**src/rtl/reg_file_mp.sv**
```systemverilog
// Multi-port integer register file: NUM_RD async read ports, NUM_WR sync write ports, busy scoreboard.
// Reads 0-cycle (optional same-cycle write bypass), writes/reserves take effect at the next rising edge.
module reg_file_mp #(
    parameter int reg_addr_width = 5,
    parameter int reg_data_width = 32,
    parameter int reg_depth      = 32,
    parameter int NUM_RD         = 2,
    parameter int NUM_WR         = 1,
    parameter int ZERO_REG       = 1,
    parameter int BYPASS         = 1
) (
    input  logic                               clk,
    input  logic                               rst,
    input  logic [NUM_WR-1:0]                  wr_en,
    input  logic [NUM_WR*reg_addr_width-1:0]   wr_addr,
    input  logic [NUM_WR*reg_data_width-1:0]   wr_data,
    input  logic [NUM_RD*reg_addr_width-1:0]   r_addr,
    output logic [NUM_RD*reg_data_width-1:0]   r_data,
    input  logic                               rsv_en,
    input  logic [reg_addr_width-1:0]          rsv_addr,
    output logic [NUM_RD-1:0]                  r_busy
);
    localparam int AW = reg_addr_width;
    localparam int DW = reg_data_width;

    logic [reg_depth-1:0][DW-1:0] mem_q, mem_d;
    logic [reg_depth-1:0]         busy_q, busy_d;

    // An address is "live" when it maps to a real, writable register.
    function automatic logic addr_ok(input logic [AW-1:0] a);
        return (int'(a) < reg_depth) && !((ZERO_REG != 0) && (a == '0));
    endfunction

    always_comb begin
        mem_d  = mem_q;
        busy_d = busy_q;
        // Ascending port order lets the highest-numbered port win a conflict.
        for (int p = 0; p < NUM_WR; p++) begin
            if (wr_en[p] && addr_ok(wr_addr[p*AW +: AW])) begin
                mem_d[wr_addr[p*AW +: AW]]  = wr_data[p*DW +: DW];
                busy_d[wr_addr[p*AW +: AW]] = 1'b0;
            end
        end
        // A new producer supersedes one retiring in the same cycle.
        if (rsv_en && addr_ok(rsv_addr)) begin
            busy_d[rsv_addr] = 1'b1;
        end
    end

    always_ff @(posedge clk) begin
        if (rst) begin
            mem_q  <= '0;
            busy_q <= '0;
        end else begin
            mem_q  <= mem_d;
            busy_q <= busy_d;
        end
    end

    always_comb begin
        r_data = '0;
        r_busy = '0;
        for (int i = 0; i < NUM_RD; i++) begin
            if (addr_ok(r_addr[i*AW +: AW])) begin
                r_data[i*DW +: DW] = mem_q[r_addr[i*AW +: AW]];
                r_busy[i]          = busy_q[r_addr[i*AW +: AW]];
                if (BYPASS != 0) begin
                    for (int p = 0; p < NUM_WR; p++) begin
                        if (wr_en[p] && (wr_addr[p*AW +: AW] == r_addr[i*AW +: AW])) begin
                            r_data[i*DW +: DW] = wr_data[p*DW +: DW];
                            r_busy[i]          = 1'b0;
                        end
                    end
                end
            end
        end
    end

endmodule
```
**config.mk**
```make
export PLATFORM = sky130hd
export DESIGN_NAME = reg_file_mp
export DESIGN_NICKNAME = d
export VERILOG_FILES = /design/src/rtl/reg_file_mp.sv
export SDC_FILE = /design/constraint.sdc
export NUM_CORES = 2
export LEC_CHECK = 0
export ABC_AREA = 1
export CAP_MARGIN = 20
export CORE_MARGIN = 1
export CORE_UTILIZATION = 47
export DETAILED_ROUTE_END_ITERATION = 10
export PLACE_DENSITY_LB_ADDON = 0.1
export SLEW_MARGIN = 10
export SYNTH_ARGS = -nofsm -noshare
export SYNTH_HDL_FRONTEND = slang
export SYNTH_SLANG_ARGS = --single-unit
```
**constraint.sdc**
```tcl
create_clock -name clk -period 4.6 [get_ports clk]
set_input_delay 0.46 -clock clk [delete_from_list [all_inputs] [get_ports clk]]
set_output_delay 0.46 -clock clk [all_outputs]
set_load 0.03 [all_outputs]
```
==> metrics <==
status finished, final reports clean; clk_skew 0 ns; Slew @ Worst Pin 1.20 ns; post-synth top area cell dfxtp_1; most frequent cells in the layout nand2_1, dfxtp_1, a21oi_1; fmax 253 MHz; post-synthesis register bit count 1056; Synth Cell Area 0.0582 sq mm; # IOs 122; Mapped Cells 9013; Die Wd 354 um; Iteration-0 DRC Markers 8935; Post-Route Setup TNS 0 ns; minimum clock period 3.95 ns; fin crit share 0.858; clock root buffer clkbuf_16; GRT Util Overall 0.403; initial antenna violation count 18; max_cap viols 0; via count 62400; Inst Count DP 10100; vias in the first global route 55600; largest family of logic cells by synthesized area simple AND/OR/NAND/NOR gates; Seq/Total Area, Yosys 0.363; WL final 262000 um; Final Setup Violations 0; Post-DRT Antenna Nets 0; Placeable Area 0.122 sq mm; port bufs 121; TritonCTS buffer count 121; top post-synthesis cells by area dfxtp_1, nand2_1, a21oi_1, a211oi_1, nand3_1; Leak Pwr 23.8 nW; pins over their slew limit 0; Post-CTS Setup Repair Bufs 0; P per Cell Area 350 mW/mm^2; htree depth 3; CP max FO 24; XOR/XNOR Fraction of Synth Area 0.000301; Synthesis Warnings 0; Die Ht 354 um; crit path kind in -> out; slew margin rel. 0.200; final hold violation count 0; Via density 6.05; die area 0.125 sq mm; final global-route overflow total 0; TritonRoute pass-1 iters 10; CP Launch Type input pin; Clock transition at path regs 0.07 ns; critical path required time 4.14 ns; Non-Filler Instances 10300; RSZ-0062 raised after global routing no; largest net degree at the start of global routing 204; share of cells above drive strength 1 0.0711; final RePlAce weighted congestion 0.950; number of nets in the layout 8635; Post-CTS Resized 0; Hold-fix buffers, CTS 0; Core Rows 128; commonest non-fill, non-tap cell in the layout nand2_1; CTS tree yes; DP Wirelength 153000 um; Distinct cells, synth 34; Initial Utilization 0.476; Layout area overhead 10.7%; Adder-Cell Fraction of Synth Area 0; WL/cell 25.4 um; Worst Hold Class in -> reg; max incr delay on CP 0.56 ns; complex-gate fraction of the synthesized area 0.248; Crit-path slowest cell clkdlybuf4s50_1; syn_nets 9069; top-area cell type share of the netlist area 0.363; crit end category output pin; Worst-Skew Late Latency 0.75 ns; Synth Area in Simple Gates 0.279; Synth Area per Inst 6.45 sq um; WP data arrival 3.49 ns; clock buffer depth 3; multiplexer area fraction after synthesis 0; CP cell instances clkdlybuf4s50_1 -> xor2_1 -> nor3_1 -> nand3_1 -> nand2_1 -> clkinv_1 -> buf_4 -> nand3_1 -> nand2_1 -> buf_12; Max VDD drop 354 uV; Sink Count 1056; drc violations 0; first-pass GRT wire length 379000 um
-- worst max-delay path, delay by kind of cell --
| family | cells | cell delay (ns) |
|---|---|---|
| simple gates | 5 | 1.15 |
| xor+xnor | 1 | 0.21 |
| buf+inv | 4 | 1.64 |
-- kinds of logic (layout without fill, tap and decap cells) --
group / after synthesis / after routing
AND/OR/NAND/NOR: 4002 / 4002
AO/OA/AOI/OAI: 2352 / 2352
buffers and inverters: 1601 / 1260
flip-flops: 1056 / 1056
XOR/XNOR: 2 / 2
other: 0 / 9
-- area by class of cell --
cell class | count | area (sq um)
well taps | 1625 | 2030
fillers | 12200 | 57800
clock buffers | 186 | 3610
clock inverters | 30 | 347
repair buffers | 321 | 3730
inverters | 723 | 2740
multi-input cells | 6356 | 30800
diodes | 9 | 22.5
flip-flops and latches | 1056 | 21100
-- final timing paths --
path               from  slack (ns)  cells past startpoint         end
max          wr_addr[4]        0.65                     10  r_data[26]
min                 rst        0.30                      2   mem_q[27]
max reg2reg  mem_q[723]        3.76                      2  mem_q[723]
min reg2reg   mem_q[28]        0.43                      2   mem_q[28]
-- synthesized netlist by cell type --
cell	instances
clkbuf_2	21
nand4_2	1
nand3_1	750
nor3_1	24
or2_1	1
o21ai_0	518
nor2_2	15
xor2_1	2
nand3b_1	11
nor2_4	6
buf_1	120
dfxtp_1	1056
nand3_2	3
buf_6	5
o21ai_1	1
or2_2	26
nor3_2	1
nor2_8	1
o22ai_1	3
nor4_1	2
inv_2	41
a21oi_1	870
nand4_1	4
a22oi_1	1
o211ai_1	414
clkinv_1	2
nand2_1	2281
nor2_1	876
inv_1	680
a211oi_1	501
clkbuf_1	506
a211oi_2	44
buf_2	222
buf_4	4
-- layer usage --
metal	global-route usage	wire length, um	share of wire
met1	0.532	105000	0.40
met2	0.576	106000	0.40
met3	0.134	35000	0.13
met5	0.00981	498	0.0019
met4	0.215	15500	0.059
-- registers in the layout, indices dropped and copies added (netlist names) --
name,count
mem_q,1024
busy_q,32
-- per-stage QoR --
stage                     instance area [sq um]  total power, W  utilization  hold WS, ns  setup WS (ns)
after CTS                                 64400          0.0225        0.527        0.271          0.805
final                                     64400          0.0226        0.527        0.302          0.651
after global placement                    60400          0.0128        0.494        0.422          0.852
after global routing                      64400          0.0231        0.527        0.315          0.614
after detailed placement                  60400          0.0128        0.494        0.422          0.817
after floorplan                           58200          0.0114            -        0.410           2.16
-- where the power goes --
| group | total, W | leakage, nW | internal (W) | switching, W |
|---|---|---|---|---|
| sequential | 0.00928 | 8.52 | 0.00924 | 0.0000427 |
| clock | 0.00984 | 1.96 | 0.00573 | 0.00411 |
| combinational | 0.00344 | 13.4 | 0.000974 | 0.00246 |
| total | 0.0226 | 23.8 | 0.0159 | 0.00661 |
No activity file was read; power rests on OpenSTA's default activity.
